**src/rtl/cc_alu_pkg.sv**
```systemverilog
// Shared definitions for the CC_ALU arbiter slice: FSM state encoding and
// ALU selection codes. The condition-code selections are 0..CC_SEL_MAX.
package cc_alu_pkg;

   typedef enum logic [1:0] {
      IDLE = 2'd0,
      EXEC = 2'd1,
      RESP = 2'd2
   } state_t;

   localparam logic [3:0] SEL_ANDCC = 4'd0;
   localparam logic [3:0] SEL_ORCC  = 4'd1;
   localparam logic [3:0] SEL_NORCC = 4'd2;
   localparam logic [3:0] SEL_ADDCC = 4'd3;
   localparam logic [3:0] SEL_ADD   = 4'd8;
   localparam logic [3:0] SEL_INCPC = 4'd14;

   localparam int CC_SEL_MAX = 3;

endpackage

```
**src/rtl/cc_alu_arbiter_if.sv**
```systemverilog
// Requester and ALU side signals of the CC_ALU arbiter.
// master: requesters plus the external ALU; slave: the arbiter itself.
interface cc_alu_arbiter_if #(
   parameter int DATAWIDTH_BUS           = 32,
   parameter int DATAWIDTH_ALU_SELECTION = 4
);
   logic [1:0]                         CC_ALUARB_Req_In;
   logic [DATAWIDTH_ALU_SELECTION-1:0] CC_ALUARB_Sel0_In;
   logic [DATAWIDTH_ALU_SELECTION-1:0] CC_ALUARB_Sel1_In;
   logic [DATAWIDTH_BUS-1:0]           CC_ALUARB_A0_In;
   logic [DATAWIDTH_BUS-1:0]           CC_ALUARB_A1_In;
   logic [DATAWIDTH_BUS-1:0]           CC_ALUARB_B0_In;
   logic [DATAWIDTH_BUS-1:0]           CC_ALUARB_B1_In;
   logic [1:0]                         CC_ALUARB_Gnt_Out;
   logic [1:0]                         CC_ALUARB_Valid_Out;
   logic [1:0]                         CC_ALUARB_Rdy_In;
   logic [DATAWIDTH_BUS-1:0]           CC_ALUARB_Data_Out;
   logic [3:0]                         CC_ALUARB_Flags_Out;
   logic                               CC_ALUARB_Drop_Out;
   logic [3:0]                         CC_ALUARB_PSR_Out;
   logic [DATAWIDTH_BUS-1:0]           CC_ALUARB_AluA_Out;
   logic [DATAWIDTH_BUS-1:0]           CC_ALUARB_AluB_Out;
   logic [DATAWIDTH_ALU_SELECTION-1:0] CC_ALUARB_AluSel_Out;
   logic [DATAWIDTH_BUS-1:0]           CC_ALUARB_AluData_In;
   logic [3:0]                         CC_ALUARB_AluFlags_InLow;

   modport master (
      output CC_ALUARB_Req_In, CC_ALUARB_Sel0_In, CC_ALUARB_Sel1_In,
             CC_ALUARB_A0_In, CC_ALUARB_A1_In, CC_ALUARB_B0_In, CC_ALUARB_B1_In,
             CC_ALUARB_Rdy_In, CC_ALUARB_AluData_In, CC_ALUARB_AluFlags_InLow,
      input  CC_ALUARB_Gnt_Out, CC_ALUARB_Valid_Out, CC_ALUARB_Data_Out,
             CC_ALUARB_Flags_Out, CC_ALUARB_Drop_Out, CC_ALUARB_PSR_Out,
             CC_ALUARB_AluA_Out, CC_ALUARB_AluB_Out, CC_ALUARB_AluSel_Out
   );

   modport slave (
      input  CC_ALUARB_Req_In, CC_ALUARB_Sel0_In, CC_ALUARB_Sel1_In,
             CC_ALUARB_A0_In, CC_ALUARB_A1_In, CC_ALUARB_B0_In, CC_ALUARB_B1_In,
             CC_ALUARB_Rdy_In, CC_ALUARB_AluData_In, CC_ALUARB_AluFlags_InLow,
      output CC_ALUARB_Gnt_Out, CC_ALUARB_Valid_Out, CC_ALUARB_Data_Out,
             CC_ALUARB_Flags_Out, CC_ALUARB_Drop_Out, CC_ALUARB_PSR_Out,
             CC_ALUARB_AluA_Out, CC_ALUARB_AluB_Out, CC_ALUARB_AluSel_Out
   );

endinterface

```
**src/rtl/cc_alu_rr_arb2.sv**
```systemverilog
// Two-way round-robin pick. A lone request always wins; on a tie the
// requester that did not win last time is chosen.
module cc_alu_rr_arb2 (
   input  logic [1:0] req,
   input  logic       last,
   output logic       winner,
   output logic       valid
);

   // Winner selection from the request pair and the last-winner pointer
   always_comb begin
      valid  = |req;
      winner = 1'b0;
      case (req)
         2'b01:   winner = 1'b0;
         2'b10:   winner = 1'b1;
         2'b11:   winner = ~last;
         default: winner = 1'b0;
      endcase
   end

endmodule

```
**src/rtl/cc_alu_arbiter.sv**
```systemverilog
// Round-robin arbiter sharing one CC_ALU between two requesters.
// Optional build macro CC_ALUARB_PSR_EN adds a sticky {N,Z,V,C} register
// updated only by the condition-code selections; without it PSR_Out is 0.
//
// state | meaning
// IDLE  | waiting for a request; grant pulse and operand latch happen here
// EXEC  | ALU driven from latched operands; result captured at the edge
// RESP  | Valid to owner until its Rdy or until MAX_HOLD cycles elapse
module cc_alu_arbiter #(
   parameter int DATAWIDTH_BUS           = 32,
   parameter int DATAWIDTH_ALU_SELECTION = 4,
   parameter int MAX_HOLD                = 15
) (
   input logic             CC_ALUARB_CLOCK_50,
   input logic             CC_ALUARB_RESET_InLow,
   cc_alu_arbiter_if.slave bus
);
   import cc_alu_pkg::*;

   localparam int CNT_W = $clog2(MAX_HOLD + 1);
   localparam int BW    = DATAWIDTH_BUS;
   localparam int SW    = DATAWIDTH_ALU_SELECTION;

   state_t           state_q, state_d;
   logic             last_q, last_d;
   logic             owner_q, owner_d;
   logic [SW-1:0]    sel_q, sel_d;
   logic [BW-1:0]    a_q, a_d;
   logic [BW-1:0]    b_q, b_d;
   logic [BW-1:0]    data_q, data_d;
   logic [3:0]       flags_q, flags_d;
   logic             valid_q, valid_d;
   logic             drop_q, drop_d;
   logic [CNT_W-1:0] cnt_q, cnt_d;
   logic [1:0]       gnt_c;
   logic             win;
   logic             win_vld;
`ifdef CC_ALUARB_PSR_EN
   logic [3:0]       psr_q, psr_d;
`endif

   cc_alu_rr_arb2 u_arb (
      .req    (bus.CC_ALUARB_Req_In),
      .last   (last_q),
      .winner (win),
      .valid  (win_vld)
   );

   // Next-state, operand latch, result capture and hold-timer logic
   always_comb begin
      state_d = state_q;
      last_d  = last_q;
      owner_d = owner_q;
      sel_d   = sel_q;
      a_d     = a_q;
      b_d     = b_q;
      data_d  = data_q;
      flags_d = flags_q;
      valid_d = valid_q;
      drop_d  = 1'b0;
      cnt_d   = cnt_q;
      gnt_c   = 2'b00;
`ifdef CC_ALUARB_PSR_EN
      psr_d   = psr_q;
`endif
      case (state_q)
         IDLE: begin
            if (win_vld) begin
               owner_d    = win;
               gnt_c[win] = 1'b1;
               sel_d      = win ? bus.CC_ALUARB_Sel1_In : bus.CC_ALUARB_Sel0_In;
               a_d        = win ? bus.CC_ALUARB_A1_In   : bus.CC_ALUARB_A0_In;
               b_d        = win ? bus.CC_ALUARB_B1_In   : bus.CC_ALUARB_B0_In;
               state_d    = EXEC;
            end
         end
         EXEC: begin
            data_d  = bus.CC_ALUARB_AluData_In;
            flags_d = ~bus.CC_ALUARB_AluFlags_InLow;
`ifdef CC_ALUARB_PSR_EN
            if (sel_q <= SW'(CC_SEL_MAX))
               psr_d = ~bus.CC_ALUARB_AluFlags_InLow;
`endif
            valid_d = 1'b1;
            cnt_d   = CNT_W'(1);
            state_d = RESP;
         end
         RESP: begin
            if (bus.CC_ALUARB_Rdy_In[owner_q]) begin
               valid_d = 1'b0;
               last_d  = owner_q;
               state_d = IDLE;
            end else if (cnt_q >= CNT_W'(MAX_HOLD)) begin
               drop_d  = 1'b1;
               valid_d = 1'b0;
               last_d  = owner_q;
               state_d = IDLE;
            end else if (cnt_q != {CNT_W{1'b1}}) begin
               cnt_d = cnt_q + CNT_W'(1);
            end
         end
         default: state_d = IDLE;
      endcase
   end

   // State and output registers, cleared asynchronously
   always_ff @(posedge CC_ALUARB_CLOCK_50 or negedge CC_ALUARB_RESET_InLow) begin
      if (!CC_ALUARB_RESET_InLow) begin
         state_q <= IDLE;
         last_q  <= 1'b1;
         owner_q <= 1'b0;
         sel_q   <= '0;
         a_q     <= '0;
         b_q     <= '0;
         data_q  <= '0;
         flags_q <= '0;
         valid_q <= 1'b0;
         drop_q  <= 1'b0;
         cnt_q   <= '0;
`ifdef CC_ALUARB_PSR_EN
         psr_q   <= '0;
`endif
      end else begin
         state_q <= state_d;
         last_q  <= last_d;
         owner_q <= owner_d;
         sel_q   <= sel_d;
         a_q     <= a_d;
         b_q     <= b_d;
         data_q  <= data_d;
         flags_q <= flags_d;
         valid_q <= valid_d;
         drop_q  <= drop_d;
         cnt_q   <= cnt_d;
`ifdef CC_ALUARB_PSR_EN
         psr_q   <= psr_d;
`endif
      end
   end

   // Grant is decided in the IDLE cycle itself; reset masks it so every output reads 0
   assign bus.CC_ALUARB_Gnt_Out    = gnt_c & {2{CC_ALUARB_RESET_InLow}};
   assign bus.CC_ALUARB_Valid_Out  = {valid_q & owner_q, valid_q & ~owner_q};
   assign bus.CC_ALUARB_Data_Out   = data_q;
   assign bus.CC_ALUARB_Flags_Out  = flags_q;
   assign bus.CC_ALUARB_Drop_Out   = drop_q;
   assign bus.CC_ALUARB_AluA_Out   = a_q;
   assign bus.CC_ALUARB_AluB_Out   = b_q;
   assign bus.CC_ALUARB_AluSel_Out = sel_q;
`ifdef CC_ALUARB_PSR_EN
   assign bus.CC_ALUARB_PSR_Out    = psr_q;
`else
   assign bus.CC_ALUARB_PSR_Out    = 4'b0000;
`endif

endmodule

```
**src/flat_wrapper.sv**
```systemverilog
// flat-port wrapper written by rule: the top's interface ports become plain ports
module cc_alu_arbiter_flat import cc_alu_pkg::*;
#(
   parameter int DATAWIDTH_BUS           = 32,
   parameter int DATAWIDTH_ALU_SELECTION = 4,
   parameter int MAX_HOLD                = 15
)
  (CC_ALUARB_CLOCK_50, CC_ALUARB_RESET_InLow, bus_CC_ALUARB_Req_In, bus_CC_ALUARB_Sel0_In, bus_CC_ALUARB_Sel1_In, bus_CC_ALUARB_A0_In, bus_CC_ALUARB_A1_In, bus_CC_ALUARB_B0_In, bus_CC_ALUARB_B1_In, bus_CC_ALUARB_Rdy_In, bus_CC_ALUARB_AluData_In, bus_CC_ALUARB_AluFlags_InLow, bus_CC_ALUARB_Gnt_Out, bus_CC_ALUARB_Valid_Out, bus_CC_ALUARB_Data_Out, bus_CC_ALUARB_Flags_Out, bus_CC_ALUARB_Drop_Out, bus_CC_ALUARB_PSR_Out, bus_CC_ALUARB_AluA_Out, bus_CC_ALUARB_AluB_Out, bus_CC_ALUARB_AluSel_Out);
  cc_alu_arbiter_if #(.DATAWIDTH_BUS(DATAWIDTH_BUS), .DATAWIDTH_ALU_SELECTION(DATAWIDTH_ALU_SELECTION)) bus_i ();
  input logic CC_ALUARB_CLOCK_50;
  input logic CC_ALUARB_RESET_InLow;
  input wire logic [$bits(bus_i.CC_ALUARB_Req_In)-1:0] bus_CC_ALUARB_Req_In;
  input wire logic [$bits(bus_i.CC_ALUARB_Sel0_In)-1:0] bus_CC_ALUARB_Sel0_In;
  input wire logic [$bits(bus_i.CC_ALUARB_Sel1_In)-1:0] bus_CC_ALUARB_Sel1_In;
  input wire logic [$bits(bus_i.CC_ALUARB_A0_In)-1:0] bus_CC_ALUARB_A0_In;
  input wire logic [$bits(bus_i.CC_ALUARB_A1_In)-1:0] bus_CC_ALUARB_A1_In;
  input wire logic [$bits(bus_i.CC_ALUARB_B0_In)-1:0] bus_CC_ALUARB_B0_In;
  input wire logic [$bits(bus_i.CC_ALUARB_B1_In)-1:0] bus_CC_ALUARB_B1_In;
  input wire logic [$bits(bus_i.CC_ALUARB_Rdy_In)-1:0] bus_CC_ALUARB_Rdy_In;
  input wire logic [$bits(bus_i.CC_ALUARB_AluData_In)-1:0] bus_CC_ALUARB_AluData_In;
  input wire logic [$bits(bus_i.CC_ALUARB_AluFlags_InLow)-1:0] bus_CC_ALUARB_AluFlags_InLow;
  output wire logic [$bits(bus_i.CC_ALUARB_Gnt_Out)-1:0] bus_CC_ALUARB_Gnt_Out;
  output wire logic [$bits(bus_i.CC_ALUARB_Valid_Out)-1:0] bus_CC_ALUARB_Valid_Out;
  output wire logic [$bits(bus_i.CC_ALUARB_Data_Out)-1:0] bus_CC_ALUARB_Data_Out;
  output wire logic [$bits(bus_i.CC_ALUARB_Flags_Out)-1:0] bus_CC_ALUARB_Flags_Out;
  output wire logic [$bits(bus_i.CC_ALUARB_Drop_Out)-1:0] bus_CC_ALUARB_Drop_Out;
  output wire logic [$bits(bus_i.CC_ALUARB_PSR_Out)-1:0] bus_CC_ALUARB_PSR_Out;
  output wire logic [$bits(bus_i.CC_ALUARB_AluA_Out)-1:0] bus_CC_ALUARB_AluA_Out;
  output wire logic [$bits(bus_i.CC_ALUARB_AluB_Out)-1:0] bus_CC_ALUARB_AluB_Out;
  output wire logic [$bits(bus_i.CC_ALUARB_AluSel_Out)-1:0] bus_CC_ALUARB_AluSel_Out;
  assign bus_i.CC_ALUARB_Req_In = bus_CC_ALUARB_Req_In;
  assign bus_i.CC_ALUARB_Sel0_In = bus_CC_ALUARB_Sel0_In;
  assign bus_i.CC_ALUARB_Sel1_In = bus_CC_ALUARB_Sel1_In;
  assign bus_i.CC_ALUARB_A0_In = bus_CC_ALUARB_A0_In;
  assign bus_i.CC_ALUARB_A1_In = bus_CC_ALUARB_A1_In;
  assign bus_i.CC_ALUARB_B0_In = bus_CC_ALUARB_B0_In;
  assign bus_i.CC_ALUARB_B1_In = bus_CC_ALUARB_B1_In;
  assign bus_i.CC_ALUARB_Rdy_In = bus_CC_ALUARB_Rdy_In;
  assign bus_i.CC_ALUARB_AluData_In = bus_CC_ALUARB_AluData_In;
  assign bus_i.CC_ALUARB_AluFlags_InLow = bus_CC_ALUARB_AluFlags_InLow;
  assign bus_CC_ALUARB_Gnt_Out = bus_i.CC_ALUARB_Gnt_Out;
  assign bus_CC_ALUARB_Valid_Out = bus_i.CC_ALUARB_Valid_Out;
  assign bus_CC_ALUARB_Data_Out = bus_i.CC_ALUARB_Data_Out;
  assign bus_CC_ALUARB_Flags_Out = bus_i.CC_ALUARB_Flags_Out;
  assign bus_CC_ALUARB_Drop_Out = bus_i.CC_ALUARB_Drop_Out;
  assign bus_CC_ALUARB_PSR_Out = bus_i.CC_ALUARB_PSR_Out;
  assign bus_CC_ALUARB_AluA_Out = bus_i.CC_ALUARB_AluA_Out;
  assign bus_CC_ALUARB_AluB_Out = bus_i.CC_ALUARB_AluB_Out;
  assign bus_CC_ALUARB_AluSel_Out = bus_i.CC_ALUARB_AluSel_Out;
  cc_alu_arbiter #(.DATAWIDTH_BUS(DATAWIDTH_BUS), .DATAWIDTH_ALU_SELECTION(DATAWIDTH_ALU_SELECTION), .MAX_HOLD(MAX_HOLD)) u_core (.CC_ALUARB_CLOCK_50(CC_ALUARB_CLOCK_50), .CC_ALUARB_RESET_InLow(CC_ALUARB_RESET_InLow), .bus(bus_i));
endmodule
```
**config.mk**
```make
export PLATFORM = sky130hd
export DESIGN_NAME = cc_alu_arbiter_flat
export DESIGN_NICKNAME = d
export VERILOG_FILES = /design/src/rtl/cc_alu_pkg.sv /design/src/rtl/cc_alu_arbiter_if.sv /design/src/rtl/cc_alu_rr_arb2.sv /design/src/rtl/cc_alu_arbiter.sv /design/src/flat_wrapper.sv
export SDC_FILE = /design/constraint.sdc
export NUM_CORES = 1
export LEC_CHECK = 0
export CORE_ASPECT_RATIO = 0.75
export CORE_MARGIN = 10
export CORE_UTILIZATION = 39
export DETAILED_ROUTE_END_ITERATION = 6
export PLACE_DENSITY = 0.82
export REMOVE_ABC_BUFFERS = 1
export SLEW_MARGIN = 20
export SYNTH_ARGS = -nofsm -noshare
export SYNTH_HDL_FRONTEND = slang
export SYNTH_SLANG_ARGS = --single-unit
export TNS_END_PERCENT = 100
```
**constraint.sdc**
```tcl
create_clock -name CC_ALUARB_CLOCK_50 -period 2.2 [get_ports CC_ALUARB_CLOCK_50]
set_input_delay 0.44 -clock CC_ALUARB_CLOCK_50 [delete_from_list [all_inputs] [get_ports CC_ALUARB_CLOCK_50]]
set_output_delay 0.44 -clock CC_ALUARB_CLOCK_50 [all_outputs]
set_load 0.05 [all_outputs]
```
## Word level (Yosys, flattened, before mapping)

Cells that the tools add are included.

- Add/sub/neg operators: 1
- Order comparisons: 4
- Equal/unequal tests: 10
- Muxes and demuxes: 26
- Bitwise gates (word level): 6
- Reductions and logical operators: 10

Operators with widths:

| operator | count |
|---|---|
| 2-to-1 mux 32 bit | 2 |
| 2-to-1 mux 4 bit | 4 |
| 2-to-1 mux 1 bit | 10 |
| 2-to-1 mux 2 bit | 5 |
| case mux 4 bit (2 select lines) | 1 |
| AND reduction 2 bit | 4 |
| == test 2 bit, second input constant | 3 |
| != test 2 bit, second input constant | 3 |
| case mux 2 bit (3 select lines) | 1 |
| adder 4 x 1 -> 4 bit, second input constant | 1 |
| greater-or-equal comparator 4 bit, second input constant | 1 |
| less-than comparator 1 x 2 -> 1 bit, second input constant | 2 |
| != test 4 bit, second input constant | 1 |
| inverter 4 bit | 1 |
| case mux 1 bit (2 select lines) | 2 |
| AND reduction 4 bit | 1 |
| nonzero test 2 bit | 2 |
| != test 3 x 1 -> 1 bit, second input constant | 1 |
| bitwise AND 1 bit | 2 |
| bitwise AND 2 bit | 1 |
| == test 2 x 1 -> 1 bit, second input constant | 1 |
| zero test 2 bit | 1 |
| != test 2 x 1 -> 1 bit, second input constant | 1 |
| inverter 1 bit | 2 |
| 4 further kinds | 4 |

- Flip-flop bits (word level): 114
- Input port bits: 178
- Logic and storage cells: 68

## Depth between registers and ports, before layout

- Depth in word-level cells: 9
- Depth in mapped cells: 7
- Mapped depth without buffers: 5

## Hierarchy

From an unflattened synthesis, not the netlist that was laid out.

- Cell total of the unflattened synthesis: 499
- Area, all modules: 4988.5 um^2

Modules (own cells, without submodules):

| module | instances | cells an instance | area each (um^2) | sequential area each (um^2) |
|---|---|---|---|---|
| cc_alu_arbiter | 1 | 497 | 4974.8 | 2854.0 |
| cc_alu_rr_arb2 | 1 | 2 | 13.8 | 0.0 |

## Least setup slack after synthesis

Ideal clock, no wire load.

- Path kind: flip-flop to output port
- From: register u_core.state_q[0]
- To: output port bus_CC_ALUARB_Gnt_Out[1]
- Arrival time: 1.578 ns
- Required time: 1.760 ns
- Slack: 0.182 ns
- Stages on the path, launching flop included: 6
- Path buffers: 2
- Cell sequence: dfrtp_1 -> inv_1 -> ha_1 -> clkbuf_1 -> clkbuf_1 -> and3_1

- Cells in the longest elaborated chain, start to end: 3

RTL lines:

| item | line | RTL |
|---|---|---|
| from (decl) | cc_alu_arbiter.sv:24 | `state_t state_q, state_d;` |
| from (signal assigned) | cc_alu_arbiter.sv:124 | `state_q <= state_d;` |
| zero test 2 bit | cc_alu_arbiter.sv:66 | `case (state_q)` |
| 2-to-1 mux 2 bit | cc_alu_arbiter.sv:66 |  |
| bitwise AND 2 bit | cc_alu_arbiter.sv:142 | `assign bus.CC_ALUARB_Gnt_Out = gnt_c & {2{CC_ALUARB_RESET_InLow}};` |
| to (decl) | flat_wrapper.sv:22 | `output wire logic [$bits(bus_i.CC_ALUARB_Gnt_Out)-1:0] bus_CC_ALUARB_Gnt_Out;` |

Every way passes these cells.

## Final worst setup path

Ends and elaborated chain as after synthesis.

==> flow_summary.json <==
{
  "status": "completed",
  "cts_setup_buffers": 0,
  "antenna_found_initial": 0,
  "cp-end-kind": "output pin",
  "routed_wirelength_um": 18400,
  "grt_pass1_vias": 4865,
  "cts_tree": "done",
  "ys_types": 36,
  "wl_per_cell_um": 20.5,
  "port_buffers": 286,
  "synth_area_leader_cell": "dfrtp_1",
  "dr.pass1.iters": 4,
  "r2r_cells": 4,
  "crit_fanout": 10,
  "grt_max_degree": 67,
  "vias": 4559,
  "place_area_um2": 8190,
  "cp_slowest_stage_delay_ns": 0.41,
  "viasPerCell": 5.07,
  "die_h_um": 119,
  "max_freq_ghz": 0.470,
  "layout_common_cells": "281 x clkdlybuf4s50_1, 113 x dfrtp_1, 48 x mux2i_1",
  "syn-mean-instance-area_um2": 12.1,
  "synth_edf_count": 0,
  "fillers": 913,
  "p_total_w": 0.0152,
  "relSlewSlack_pct": 48.0,
  "critical_path_buf_inv_count": 3,
  "crit_family": "buffers and inverters",
  "crit_chain": "inv_1, ha_4, buf_4, and3_1, buf_12",
  "ant_nets": 0,
  "r2r_slack_ns": 0.40,
  "skew_ns": 0.00602,
  "grt_pass1_wl_um": 28000,
  "hold_violations": 0,
  "hp-class": "input pin to asynchronous set/reset pin",
  "post-route-min-period_ns": 2.13,
  "die_w_um": 152,
  "drive_gt1_share_pct": 13.2,
  "core_area_um2": 12900,
  "fin_crit_sh_pct": 96.8,
  "design_area_um2": 8820,
  "yosysSeqAreaShare_pct": 55.9,
  "crit_path_top_delay_cell": "dfrtp_1",
  "syn_to_final_growth_pct": 72.6,
  "place_hpwl_um": 14400,
  "drt_iter0_drc": 258,
  "clk_pin_slew_worst_paths_ns": 0.05,
  "rows": 36,
  "setup_viol": 0,
  "yosys_register_bits": 114,
  "power_per_cell_area_nw_per_um2": 1720,
  "timing.final.max_slew_violations": 0,
  "arrival_ns": 1.69,
  "cts.sinks": 114,
  "crit_start": "u_core.state_q[0]$_DFFE_PN0P_",
  "cts_buffers": 17,
  "place_congestion": 0.854,
  "layout.nets": 900,
  "path_class": "flop to output pin",
  "final_common_cell": "clkdlybuf4s50_1",
  "drc_errors": 0,
  "ios": 291,
  "cp.required_ns": 1.76,
  "synthCells": 423,
  "ys.warnings.count": 0,
  "synth_area_leaders": "dfrtp_1 55%, mux2i_1 9.4%, mux2_2 7.5%",
  "reg2reg_to": "u_core.state_q[1]$_DFFE_PN0P_",
  "insertion_delay_ns": 0.40,
  "leakagePower_nw": 3.88,
  "holdBufCountCts": 0,
  "max-cap-violations": 0,
  "synth_area_um2": 5110,
  "start_util_pct": 39.5,
  "grtUsageTotal_pct": 19.4,
  "cts_htree_levels": 4,
  "ys_async_sr_fraction_pct": 100,
  "synthFlopType": "dfrtp_1",
  "root_buffer": "clkbuf_16",
  "setup.worst_path.start_class": "flop",
  "clk_path_buf_depth": 2,
  "gr-total-overflow": 0,
  "peakVddDrop_uv": 1140,
  "num_antenna_cells": 0,
  "tightest_slew_ns": 0.781,
  "die_area_um2": 18100,
  "r2r-start": "u_core.state_q[0]$_DFFE_PN0P_",
  "yosysTopAreaCellShare_pct": 55.3
}
## cell families (layout without fill, tap and decap cells)
kind of cell	after synthesis	after routing	synth area share (%)
adder cells (fa/ha/maj)	6	6	1.47
flip-flops	114	114	55.9
other	1	4	0.0734
AND/OR/NAND/NOR	91	91	8.84
multiplexers	83	83	17.2
buffers and inverters	43	345	5.12
AO/OA/AOI/OAI	85	85	11.5
## repair_timing
item / CTS / global route
cloned: 0 / 0
setup endpoints to repair: 2 / 2
gates resized for setup: 1 / 1
pin swaps: 0 / 0
## worst register-to-register path, cell delays in order, from the launching register on
cell and delay [ns]:
dfrtp_1 0.39, inv_1 0.12, ha_1 0.38, a32oi_1 0.41
mux2_2 0.38
## metrics by stage
step	TNS [ns]	cells	hold WS, ns	setup WS (ns)	utilization (%)
4_1_cts	0	899	0.228	0.00531	68.1
3_3_place_gp	0	868	0.464	0.0680	63.4
3_5_place_dp	0	868	0.472	0.0730	63.4
6_report	0	899	0.216	0.0702	68.2
2_1_floorplan	-83.98	392	0.144	-1.74	-
5_1_grt	-0.00383	899	0.261	-0.00383	68.2
## cell usage after synthesis (all sizes together), types with 2 or more instances
library cell  count
a221o            25
a22o              2
a31oi             3
and2              2
and3             27
buf              27
clkbuf            7
dfrtp           113
ha                6
inv               9
mux2             35
mux2i            48
nand2            46
nand3             2
nor2              4
nor2b             2
nor3              2
o211ai            3
o21ai            49
## state kept, by name, summed over array words and instances, names as in the netlist
| signal | cells |
|---|---|
| u_core.valid_q | 1 |
| u_core.bus.CC_ALUARB_Flags_Out | 4 |
| u_core.bus.CC_ALUARB_AluSel_Out | 4 |
| u_core.state_q | 2 |
| u_core.bus.CC_ALUARB_Drop_Out | 1 |
| u_core.bus.CC_ALUARB_AluB_Out | 32 |
| u_core.bus.CC_ALUARB_AluA_Out | 32 |
| u_core.cnt_q | 4 |
| u_core.owner_q | 1 |
| u_core.last_q | 1 |
| u_core.bus.CC_ALUARB_Data_Out | 32 |
## layout make-up
class                   count  area, um2  share of cell area, %
inverters                   9       33.8                  0.383
clock buffers              21        480                   5.45
well taps                 171        214                   2.43
multi-input cells         269       2040                   23.1
repair buffers            305       3070                   34.8
flip-flops and latches    114       2850                   32.4
clock inverters            10        131                   1.49
## routing by layer
layer | vias to the layer above | share of wire, % | track usage [%]
met5 | - | 0 | 0
met4 | 0 | 1.4 | 5.70
met3 | 20 | 6.9 | 6.33
met2 | 207 | 51 | 33.6
met1 | 2226 | 41 | 22.5
li1 | 2106 | - | -
## where the power goes
part	total, W	internal (W)	switching [W]
clock	0.00281	0.00188	0.000930
combinational	0.00861	0.00315	0.00546
sequential	0.00377	0.00315	0.000617
## worst max path at each step
stage                                                         end  slack, ns  cells after the start
finish                                   bus_CC_ALUARB_Gnt_Out[1]       0.07                      5
global route                             bus_CC_ALUARB_Gnt_Out[1]     -0.004                      5
CTS                                      bus_CC_ALUARB_Gnt_Out[0]      0.005                      6
detailed placement  u_core.bus.CC_ALUARB_AluB_Out[24]$_DFFE_PN0P_       0.07                      6
global placement                         bus_CC_ALUARB_Gnt_Out[0]       0.07                      5
floorplan                                bus_CC_ALUARB_Gnt_Out[0]      -1.74                      3
Note: power is estimated with default switching activity, not from simulation.
